===== config.mk =====
export PLATFORM = sky130hd
export DESIGN_NAME = washmachine_phase_timer_flat
export DESIGN_NICKNAME = d
export VERILOG_FILES = /design/src/rtl/washmachine_phase_timer_if.sv /design/src/rtl/washmachine_phase_timer.sv /design/src/flat_wrapper.sv
export SDC_FILE = /design/constraint.sdc
export NUM_CORES = 1
export LEC_CHECK = 0
export BUFFER_PORTS_ARGS = -buffer_cell sky130_fd_sc_hd__buf_2
export CAP_MARGIN = 30
export CORE_MARGIN = 5
export CORE_UTILIZATION = 25
export CTS_BUF_LIST = sky130_fd_sc_hd__clkbuf_8
export CTS_CLUSTER_DIAMETER = 60
export DETAILED_ROUTE_END_ITERATION = 10
export GPL_ROUTABILITY_DRIVEN = 0
export PLACE_DENSITY_LB_ADDON = 0.12
export SYNTH_ARGS = -nofsm -noshare
export SYNTH_HDL_FRONTEND = slang
export SYNTH_SLANG_ARGS = --single-unit

===== constraint.sdc =====
create_clock -name clk -period 1.9 [get_ports clk]
set_input_delay 0.38 -clock clk [delete_from_list [all_inputs] [get_ports clk]]
set_output_delay 0.38 -clock clk [all_outputs]
set_load 0.1 [all_outputs]

===== src/rtl/washmachine_phase_timer_if.sv =====
// ---------------------------------------------------------------------------
// washmachine_phase_timer_if
// Link between the washer control FSM (master) and the phase timer (slave).
//   state_in      : 3-bit Gray-coded FSM state, FSM -> timer
//   wash_done     : wash time up, timer -> FSM
//   water_done    : drain time up, timer -> FSM
//   dewater_done  : spin time up, timer -> FSM
//   alarm_done    : alarm time up, timer -> FSM
//   remain        : seconds left in the current timed phase, timer -> display
//   pause_n       : active-low pause switch (only with PHASE_TIMER_PAUSE_EN)
// Optional feature macro: PHASE_TIMER_PAUSE_EN adds pause_n.
// ---------------------------------------------------------------------------
interface washmachine_phase_timer_if;
    logic [2:0] state_in;
    logic       wash_done;
    logic       water_done;
    logic       dewater_done;
    logic       alarm_done;
    logic [7:0] remain;
`ifdef PHASE_TIMER_PAUSE_EN
    logic       pause_n;

    modport master (
        output state_in, pause_n,
        input  wash_done, water_done, dewater_done, alarm_done, remain
    );
    modport slave (
        input  state_in, pause_n,
        output wash_done, water_done, dewater_done, alarm_done, remain
    );
`else
    modport master (
        output state_in,
        input  wash_done, water_done, dewater_done, alarm_done, remain
    );
    modport slave (
        input  state_in,
        output wash_done, water_done, dewater_done, alarm_done, remain
    );
`endif
endinterface


===== src/rtl/washmachine_phase_timer.sv =====
// ---------------------------------------------------------------------------
// washmachine_phase_timer
// Times the wash, drain, spin and alarm phases of the washer control FSM and
// returns level "time up" flags plus the remaining seconds of the phase.
// Ports:
//   clk    : system clock
//   reset  : synchronous active-low reset
//   bus    : washmachine_phase_timer_if.slave (state_in in; *_done, remain out;
//            pause_n in when PHASE_TIMER_PAUSE_EN is defined)
// Optional feature macro: PHASE_TIMER_PAUSE_EN (pause_n freezes the count).
// ---------------------------------------------------------------------------
module washmachine_phase_timer #(
    parameter int CLK_DIV     = 50000000,
    parameter int WASH_SEC    = 10,
    parameter int WATER_SEC   = 5,
    parameter int DEWATER_SEC = 8,
    parameter int ALARM_SEC   = 3
) (
    input  logic                      clk,
    input  logic                      reset,
    washmachine_phase_timer_if.slave  bus
);

    localparam int             PW         = (CLK_DIV > 1) ? $clog2(CLK_DIV) : 1;
    localparam logic [PW-1:0]  PRESC_LAST = PW'(CLK_DIV - 1);
    localparam logic [PW-1:0]  PRESC_ZERO = PW'(0);
    localparam logic [PW-1:0]  PRESC_ONE  = PW'(1);

    localparam logic [2:0] ST_WASH    = 3'b011;
    localparam logic [2:0] ST_WATER   = 3'b010;
    localparam logic [2:0] ST_DEWATER = 3'b110;
    localparam logic [2:0] ST_ALARM   = 3'b100;

    // Duration in seconds loaded on entry; untimed codes load zero.
    function automatic logic [7:0] phase_duration(input logic [2:0] code);
        logic [7:0] d;
        case (code)
            ST_WASH:    d = 8'(WASH_SEC);
            ST_WATER:   d = 8'(WATER_SEC);
            ST_DEWATER: d = 8'(DEWATER_SEC);
            ST_ALARM:   d = 8'(ALARM_SEC);
            default:    d = 8'd0;
        endcase
        return d;
    endfunction

    // One-hot done flag owned by a state: {alarm, dewater, water, wash}.
    function automatic logic [3:0] phase_flag(input logic [2:0] code);
        logic [3:0] f;
        case (code)
            ST_WASH:    f = 4'b0001;
            ST_WATER:   f = 4'b0010;
            ST_DEWATER: f = 4'b0100;
            ST_ALARM:   f = 4'b1000;
            default:    f = 4'b0000;
        endcase
        return f;
    endfunction

    logic [2:0]    state_r;
    logic [PW-1:0] presc_r;
    logic [7:0]    remain_r;
    logic [3:0]    done_r;

    logic          phase_change_s;
    logic          timed_s;
    logic          tick_s;
    logic          run_s;

    assign phase_change_s = (bus.state_in != state_r);
    assign timed_s        = |phase_flag(state_r);
    assign tick_s         = (presc_r == PRESC_LAST);

`ifdef PHASE_TIMER_PAUSE_EN
    assign run_s = bus.pause_n;
`else
    assign run_s = 1'b1;
`endif

    // Phase tracking, one-second prescaler, countdown and done flags.
    always_ff @(posedge clk) begin
        if (!reset) begin
            state_r  <= 3'b000;
            presc_r  <= PRESC_ZERO;
            remain_r <= 8'd0;
            done_r   <= 4'b0000;
        end else begin
            state_r <= bus.state_in;
            if (phase_change_s) begin
                // Entry always restarts from the full duration; nothing carries over.
                presc_r  <= PRESC_ZERO;
                remain_r <= phase_duration(bus.state_in);
                done_r   <= 4'b0000;
            end else if (!timed_s) begin
                presc_r  <= PRESC_ZERO;
                remain_r <= 8'd0;
                done_r   <= 4'b0000;
            end else if (!run_s) begin
                // Paused: freeze everything, existing flag holds.
                presc_r  <= presc_r;
                remain_r <= remain_r;
                done_r   <= done_r;
            end else if (remain_r == 8'd0) begin
                // Expired (or zero-length phase): raise and hold the flag.
                presc_r  <= presc_r;
                remain_r <= 8'd0;
                done_r   <= done_r | phase_flag(state_r);
            end else if (tick_s) begin
                presc_r  <= PRESC_ZERO;
                remain_r <= remain_r - 8'd1;
                if (remain_r == 8'd1) begin
                    done_r <= done_r | phase_flag(state_r);
                end else begin
                    done_r <= done_r;
                end
            end else begin
                presc_r  <= presc_r + PRESC_ONE;
                remain_r <= remain_r;
                done_r   <= done_r;
            end
        end
    end

    assign bus.wash_done    = done_r[0];
    assign bus.water_done   = done_r[1];
    assign bus.dewater_done = done_r[2];
    assign bus.alarm_done   = done_r[3];
    assign bus.remain       = remain_r;

endmodule


===== src/flat_wrapper.sv =====
// flat-port wrapper written by rule: the top's interface ports become plain ports
module washmachine_phase_timer_flat 
#(
    parameter int CLK_DIV     = 50000000,
    parameter int WASH_SEC    = 10,
    parameter int WATER_SEC   = 5,
    parameter int DEWATER_SEC = 8,
    parameter int ALARM_SEC   = 3
)
  (clk, reset, bus_state_in, bus_wash_done, bus_water_done, bus_dewater_done, bus_alarm_done, bus_remain);
  washmachine_phase_timer_if bus_i ();
  input  logic clk;
  input  logic reset;
  input wire logic [$bits(bus_i.state_in)-1:0] bus_state_in;
  output wire logic [$bits(bus_i.wash_done)-1:0] bus_wash_done;
  output wire logic [$bits(bus_i.water_done)-1:0] bus_water_done;
  output wire logic [$bits(bus_i.dewater_done)-1:0] bus_dewater_done;
  output wire logic [$bits(bus_i.alarm_done)-1:0] bus_alarm_done;
  output wire logic [$bits(bus_i.remain)-1:0] bus_remain;
  assign bus_i.state_in = bus_state_in;
  assign bus_wash_done = bus_i.wash_done;
  assign bus_water_done = bus_i.water_done;
  assign bus_dewater_done = bus_i.dewater_done;
  assign bus_alarm_done = bus_i.alarm_done;
  assign bus_remain = bus_i.remain;
  washmachine_phase_timer #(.CLK_DIV(CLK_DIV), .WASH_SEC(WASH_SEC), .WATER_SEC(WATER_SEC), .DEWATER_SEC(DEWATER_SEC), .ALARM_SEC(ALARM_SEC)) u_core (.clk(clk), .reset(reset), .bus(bus_i));
endmodule

# == After elaboration in Yosys (flattened, before gate mapping) ==
# Index checks and enable logic that the tools add are counted.
# totals
regBits,41
inputBits,5
# op_classes
add_sub_neg,2
n_eq_ne,12
mux,20
bitwise_logic,4
reduce_logical,6
# op_table
op,n
two-way mux 4 bit,13
two-way mux 8 bit,4
one-hot mux 4 bit (4 select lines),2
"adder 26 x 1 -> 26 bit, second input constant",1
"== test 26 bit, second input constant",1
two-way mux 26 bit,1
"== test 3 x 2 -> 1 bit, second input constant",4
"== test 3 bit, second input constant",4
"== test 8 x 1 -> 1 bit, second input constant",1
logical NOT 8 bit,1
OR 4 bit,2
"subtractor 8 x 1 -> 8 bit, second input constant",1
"!= test 4 x 3 -> 1 bit, second input constant",1
nonzero test 2 bit,2
OR reduction 4 bit,1
!= test 3 bit,1
OR reduction 3 bit,1
inverter 1 bit,2
AND reduction 2 bit,1

# == Logic depth before layout (Yosys ltp) ==
# Gate-level depths: netlist (run 1).
# logic_depth
ltp_word,12
ltp_mapped,8
mapped_depth_nobuf,6

# == Worst setup path after synthesis (run 1) ==
# Ideal clock, no wire load.
# synth_path
path_kind,register to register
from,"register u_core.remain_r[0], in the netlist u_core.bus.remain[0]"
to,register u_core.presc_r[23]
arrival_time_ns,2.434
t_required_ns,1.830
path_slack_ns,-0.604
path_stages_with_launch,8
path_buffers,1
path_cell_list,dfxtp_1 > inv_1 > ha_1 > and3_2 > buf_2 > nor3_2 > or3b_1 > a21oi_1
# synth_via
elab_chain_cells,1
# synth_rtl
element,line,rtl
start: declaration,washmachine_phase_timer.sv:62,logic [7:0] remain_r;
start signal: assignment,washmachine_phase_timer.sv:92,remain_r <= phase_duration(bus.state_in);
start signal: assignment,washmachine_phase_timer.sv:101,remain_r <= remain_r;
start signal: assignment,washmachine_phase_timer.sv:110,remain_r <= remain_r - 8'd1;
logical NOT 8 bit,washmachine_phase_timer.sv:103,end else if (remain_r == 8'd0) begin
end signal: assignment,washmachine_phase_timer.sv:100,presc_r <= presc_r;
end signal: assignment,washmachine_phase_timer.sv:105,presc_r <= presc_r;
end signal: assignment,washmachine_phase_timer.sv:117,presc_r <= presc_r + PRESC_ONE;
end: declaration,washmachine_phase_timer.sv:61,logic [PW-1:0] presc_r;
# No other way between the ends.
# A chain may end at the register's enable or synchronous reset.

# == Worst setup path in the final report (run 1) ==
# layout_path
from,register u_core.presc_r[8]
to,register u_core.done_r[2]
# layout_via
elab_chain_cells,3
# layout_rtl
element,line,rtl
== test 26 bit,washmachine_phase_timer.sv:72,assign tick_s = (presc_r == PRESC_LAST);
nonzero test 2 bit (no source line),--,
AND reduction 2 bit (no source line),--,
end signal: assignment,washmachine_phase_timer.sv:102,done_r <= done_r;
end signal: assignment,washmachine_phase_timer.sv:107,done_r <= done_r | phase_flag(state_r);
end signal: assignment,washmachine_phase_timer.sv:112,done_r <= done_r | phase_flag(state_r);
end: declaration,washmachine_phase_timer.sv:63,logic [3:0] done_r;
# No other way between the ends.

==> results of run 1 <==
[metrics by stage]
stage | total power, mW | setup TNS [ps] | instance area [sq um] | util [%] | setup slack (ps)
after floorplan | 1.06 | 0 | 2230 | - | 19.2
after global placement | 1.12 | -1780 | 2720 | 31.5 | -108
after detailed placement | 1.12 | -1810 | 2720 | 31.5 | -104
after CTS | 1.70 | 0 | 2820 | 32.6 | 1.30
after global routing | 1.75 | -0.197 | 2860 | 33.1 | -0.197
final | 1.67 | 0 | 2860 | 33.1 | 109
[logic make-up after synthesis]
group	after synthesis
AOI/OAI and AO/OA	37
xor gates and xnor gates	25
adders and majority gates	4
buffers and inverters	15
DFF	41
muxes	2
and+or+nand+nor	134
[flip-flops by register name (all words and copies together) (netlist names)]
name	cells
u_core.bus.remain	8
u_core.presc_r	26
u_core.state_r	3
u_core.done_r	4
[placed cells by master, fill, tap and decap left out, types with 4 or more instances in the layout]
cell type	Yosys	routed
buf_4	0	41
nor2_1	34	34
xnor2_1	13	13
nand2_1	21	20
o221a_2	5	5
inv_1	6	6
a21oi_1	8	7
dfxtp_1	41	32
nand3_1	19	19
o21a_1	5	5
or3_1	5	4
dfxtp_4	0	8
clkbuf_8	0	5
a31oi_1	4	4
nand2b_1	4	4
and2_1	5	4
xor2_1	12	12
nand4_1	6	6
nor4_1	7	6
nor3_1	12	12
buf_2	7	16
[cell type report]
cell class / instances / area share [%]
multi-input combinational: 202 / 47.7
inverter: 6 / 0.788
tap: 108 / 4.73
clock inverter: 3 / 0.569
timing repair buffer: 58 / 14.0
clock buffer: 5 / 2.41
sequential: 41 / 29.8
[per-layer routing]
layer / up-vias / part of all wire, % / GRT usage [%]
li1: 1048 / - / -
met1: 908 / 54 / 16.2
met2: 18 / 42 / 16.2
met3: 6 / 2.3 / 2.18
met4: 0 / 1.3 / 3.33
met5: - / 0 / 0
[power by group through the flow]
stage	clock network, mW	logic (mW)	registers [mW]
2_1_floorplan	0	0.126	0.929
3_3_place_gp	0	0.229	0.894
3_5_place_dp	0	0.226	0.894
4_1_cts	0.596	0.229	0.874
5_1_grt	0.622	0.250	0.877
6_report	0.570	0.229	0.874
[worst max-delay path, cell delays in order (launching register included)]
cell and delay, ps:
dfxtp_1 330, nor4b_2 310, buf_4 170, and4_4 240, buf_4 130, a31oi_1 160
nor4_1 280, o21a_1 140
[worst max-delay path by stage]
stage | end | slack (ps) | cells after the start | startpoint
global placement | u_core.presc_r[0] | -110 | 7 | u_core.presc_r[9]
floorplan | u_core.bus.remain[7] | 20 | 5 | u_core.bus.remain[5]
global route | u_core.done_r[1] | -0.2 | 7 | u_core.presc_r[8]
detailed placement | u_core.presc_r[17] | -100 | 7 | u_core.presc_r[9]
CTS | u_core.done_r[3] | 1 | 7 | u_core.presc_r[9]
finish | u_core.done_r[2] | 110 | 7 | u_core.presc_r[8]
[what timing repair did]
action	4_1_cts	5_1_grt
gates resized for setup	3	9
buffers inserted	0	0
endpoints found under the hold margin	0	0
pin swaps	0	3
endpoints found under the setup margin	31	25
==> flow_metrics.env, run 1 <==
export IMPL_grtUsageTotal_pct=11.0
export IMPL_ys_types=46
export IMPL_yosys_warnings=0
export IMPL_ant_nets=0
export IMPL_start_kind="flip-flop"
export IMPL_rsz0062_at_grt="true"
export IMPL_drive_gt1_share_pct=31.7
export IMPL_setup_viol=0
export IMPL_multi_input_area_sq_um=1360
export IMPL_finalNonFillerCells=423
export IMPL_max_freq_mhz=558
export IMPL_synth_edf_count=0
export IMPL_rrSetupSlack_ps=110
export IMPL_maxSlewHeadroom_pct=67.5
export IMPL_clk_pin_slew_ps=90
export IMPL_port_buffers=16
export IMPL_viasPerCell=4.68
export IMPL_period_needed_ps=1790
export IMPL_intPower_mw=1.20
export IMPL_seqCellArea_sq_um=852
export IMPL_max_cap_violations=0
export IMPL_status="completed"
export IMPL_grt_ovfl_total=0
export IMPL_synth_most_common_cell="dfxtp_1"
export IMPL_timing_rr_start="u_core.presc_r[8]"
export IMPL_synth_compound_area_share_pct=14.1
export IMPL_r2r_cells=7
export IMPL_core_region_area_sq_um=8640
export IMPL_synth_area_per_cell_sq_um=8.53
export IMPL_cts_made_buffers=5
export IMPL_synthCells=258
export IMPL_crit_fanout=4
export IMPL_whs_path_depth=2
export IMPL_area_growth_synth_to_final_pct=29.9
export IMPL_r2r_end="u_core.done_r[2]"
export IMPL_syn_nets=267
export IMPL_dieArea_sq_um=10800
export IMPL_dr_pass1_iters=4
export IMPL_first_iter_violations=52
export IMPL_p_seq_share_pct=52.2
export IMPL_switching_power_uw=476
export IMPL_routedWlPerCell_um=13.5
export IMPL_synth_commonest_cells="dfxtp_1, nor2_1, nand2_1"
export IMPL_drc=0
export IMPL_nNetsFinal=323
export IMPL_fillers=933
export IMPL_grt_pass1_vias=1969
export IMPL_worst_pin_slew_ps=491
export IMPL_placed_cells=415
export IMPL_async_flop_share_pct=0
export IMPL_fp_dieH_um=104
export IMPL_cts_hold_buf=0
export IMPL_fin_crit_sh_pct=94.3
export IMPL_peakVddDrop_v=0.000233
export IMPL_crit_required_ps=2150
export IMPL_diodes=0
export IMPL_antenna_found_initial=0
export IMPL_end_kind="flip-flop"
export IMPL_synth_top_area_cell="dfxtp_1"
export IMPL_synth_seq_cells=41
export IMPL_hpwl_um=4440
export IMPL_die_w_um=104
export IMPL_ys_flop_type="dfxtp_1"
export IMPL_synth_area_sq_um=2200
export IMPL_clk_insertion_delay_late_ps=300
export IMPL_finClkSkew_ps=15.8
export IMPL_clk_path_buf_depth=2
export IMPL_synthSimpleGateAreaFrac_pct=32.5
export IMPL_worstPathArrival_ps=2040
export IMPL_grt_pass1_wl_um=9850
export IMPL_hold_end="u_core.state_r[1]"
export IMPL_power_density_nw_per_um2=586
export IMPL_rows=34
export IMPL_hold_viol_final=0
export IMPL_io_pins=17
export IMPL_cts_tree="built"
export IMPL_seq_area_frac_synth_pct=37.3
export IMPL_slew_viol_final=0
export IMPL_p_leak_nw=1.03
export IMPL_pwr_share_comb_pct=13.7
export IMPL_grt_max_degree=17
export IMPL_synth_fa_ha_area_share_pct=2.28
export IMPL_synth_top_family_by_area="simple AND/OR/NAND/NOR gates"
export IMPL_worst_hold_startpoint="bus_state_in[1]"
export IMPL_synthMuxAreaShare_pct=0.910
export IMPL_power_frac_clock_pct=34.1
export IMPL_synthXorXnorAreaFrac_pct=9.95
export IMPL_whs_ps=377
export IMPL_num_vias=1980
export IMPL_min_path_type="input pin to flip-flop"
export IMPL_yosysTopAreaCellShare_pct=37.3
export IMPL_wirelength_um=5710
export IMPL_critPathKind="flip-flop to flip-flop"
export IMPL_root_buffer="clkbuf_8"
export IMPL_swShare_pct=28.5
export IMPL_cts_sinks=41
export IMPL_synth_area_leaders="dfxtp_1, nor2_1, xnor2_1"
export IMPL_htree_levels=2
export IMPL_initial_core_util_pct=25.5
Power figures use the tool's default switching activity.
==> run 2: changes to the inputs <==
==> constraint.sdc (replaced) <==
create_clock -name clk -period 1.9 [get_ports clk]
set_input_delay 0.285 -clock clk [delete_from_list [all_inputs] [get_ports clk]]
set_output_delay 0.285 -clock clk [all_outputs]
set_load 0.1 [all_outputs]
==> run 2 against run 1 <==
Worst hold slack got worse by 110 ps. Sequential power barely moved. Sequential cell count did not move. Via count rose by 1.9%. Total power rose by 11%. Non-clock buffer count rose by 1. Cell area rose by 2.1%. Critical path depth fell by 1.
==> flow_metrics.env, run 2 (synthesized netlist as in run 1, its figures left out) <==
export IMPL_status="completed"
export IMPL_num_vias=2017
export IMPL_postCtsSetupBuffers=0
export IMPL_post_place_ws_ps=-29.6
export IMPL_min_path_type="input pin to flip-flop"
export IMPL_dr_pass1_iters=4
export IMPL_viasPerCell=4.76
export IMPL_rows=34
export IMPL_hpwl_um=4500
export IMPL_final_util_pct=33.8
export IMPL_worst_pin_slew_ps=489
export IMPL_fin_setup_tns_ps=0
export IMPL_multi_input_area_sq_um=1380
export IMPL_drc=0
export IMPL_max_freq_mhz=562
export IMPL_slew_viol_final=0
export IMPL_area_growth_synth_to_final_pct=32.7
export IMPL_worstPathArrival_ps=2000
export IMPL_cts_sinks=41
export IMPL_nNetsFinal=324
export IMPL_first_iter_violations=119
export IMPL_finalInstanceArea_sq_um=2920
export IMPL_diodes=0
export IMPL_p_leak_nw=1.04
export IMPL_die_w_um=104
export IMPL_clk_path_buf_depth=2
export IMPL_maxSlewHeadroom_pct=67.6
export IMPL_max_cap_violations=0
export IMPL_critPathKind="flip-flop to flip-flop"
export IMPL_grt_pass1_wl_um=9850
export IMPL_crit_fanout=6
export IMPL_root_buffer="clkbuf_8"
export IMPL_seqCellArea_sq_um=853
export IMPL_finClkSkew_ps=6.01
export IMPL_finalWorstSetupSlack_ps=121
export IMPL_peakVddDrop_v=0.000344
export IMPL_most_common_layout_cells="buf_4, nor2_1, dfxtp_1, nand2_1, nand3_1"
export IMPL_cts_made_buffers=5
export IMPL_port_buffers=16
export IMPL_crit_required_ps=2120
export IMPL_mostFrequentLayoutCell="buf_4"
export IMPL_clk_pin_slew_ps=90
export IMPL_grt_ovfl_total=0
export IMPL_regMostFlops="u_core.presc_r"
export IMPL_placed_area_sq_um=2740
export IMPL_core_region_area_sq_um=8640
export IMPL_hold_viol_final=0
export IMPL_setup_viol=0
export IMPL_power_density_nw_per_um2=636
export IMPL_fp_dieH_um=104
export IMPL_grt_max_degree=18
export IMPL_htree_levels=2
export IMPL_initial_core_util_pct=25.5
export IMPL_fin_crit_sh_pct=93.6
export IMPL_wirelength_um=5840
export IMPL_cts_hold_buf=0
export IMPL_clk_insertion_delay_late_ps=290
export IMPL_routedWlPerCell_um=13.8
export IMPL_io_pins=17
export IMPL_grtUsageTotal_pct=11.0
export IMPL_drive_gt1_share_pct=32.3
export IMPL_rsz0062_at_grt="false"
export IMPL_end_kind="flip-flop"
export IMPL_grt_pass1_vias=2045
export IMPL_fillers=919
export IMPL_start_kind="flip-flop"
export IMPL_total_power_mw=1.86
export IMPL_dieArea_sq_um=10800
export IMPL_largest_reg_flops=26
export IMPL_antenna_found_initial=0
export IMPL_period_needed_ps=1780
export IMPL_ant_nets=0
export IMPL_cts_tree="built"
-- run 2: per-stage QoR --
stage          hold WS (ps)  std cells
2_1_floorplan           407        258
3_3_place_gp            447        416
3_5_place_dp            448        416
4_1_cts                 257        424
5_1_grt                 269        424
6_report                267        424
-- run 2: report_power, final --
group          internal (mW)  switching, mW  total, mW
combinational         0.0909          0.146      0.237
sequential             0.860         0.0134      0.873
clock                  0.424          0.323      0.747
-- run 2: layer usage --
metal / track usage (%) / vias up / wire, um
met2: 18.3 / 30 / 2670
met3: 2.11 / 5 / 166
met4: 3.61 / 0 / 85
met1: 14.2 / 937 / 2910
met5: 0 / - / 0
li1: - / 1045 / -
-- run 2: path summary, 6_finish.rpt --
check / start / end / slack, ps / cells past startpoint
max: u_core.bus.remain[5] / u_core.bus.remain[7] / 120 / 6
min: bus_state_in[2] / u_core.state_r[2] / 270 / 2
max reg2reg: u_core.bus.remain[5] / u_core.bus.remain[7] / 120 / 6
min reg2reg: u_core.done_r[1] / u_core.done_r[1] / 460 / 1
-- run 2: area by class of cell --
cell class / count / area share (%)
clock inverter: 2 / 1.16
multi-input combinational: 202 / 47.1
timing repair buffer: 59 / 14.2
inverter: 6 / 0.772
tap: 108 / 4.63
sequential: 41 / 29.2
clock buffer: 6 / 2.83
-- run 2: worst max-delay path, stage by stage (launching register included) --
cell	delay (ps)
dfxtp_4	380
nor3_1	290
buf_4	200
nand3_2	100
o21a_4	160
a2111oi_4	350
mux2i_1	210
-- run 2: repair_timing --
action,CTS,global route
pin swaps,1,0
gates resized for setup,0,12
endpoints found under the setup margin,1,9
hold endpoints to repair,0,0
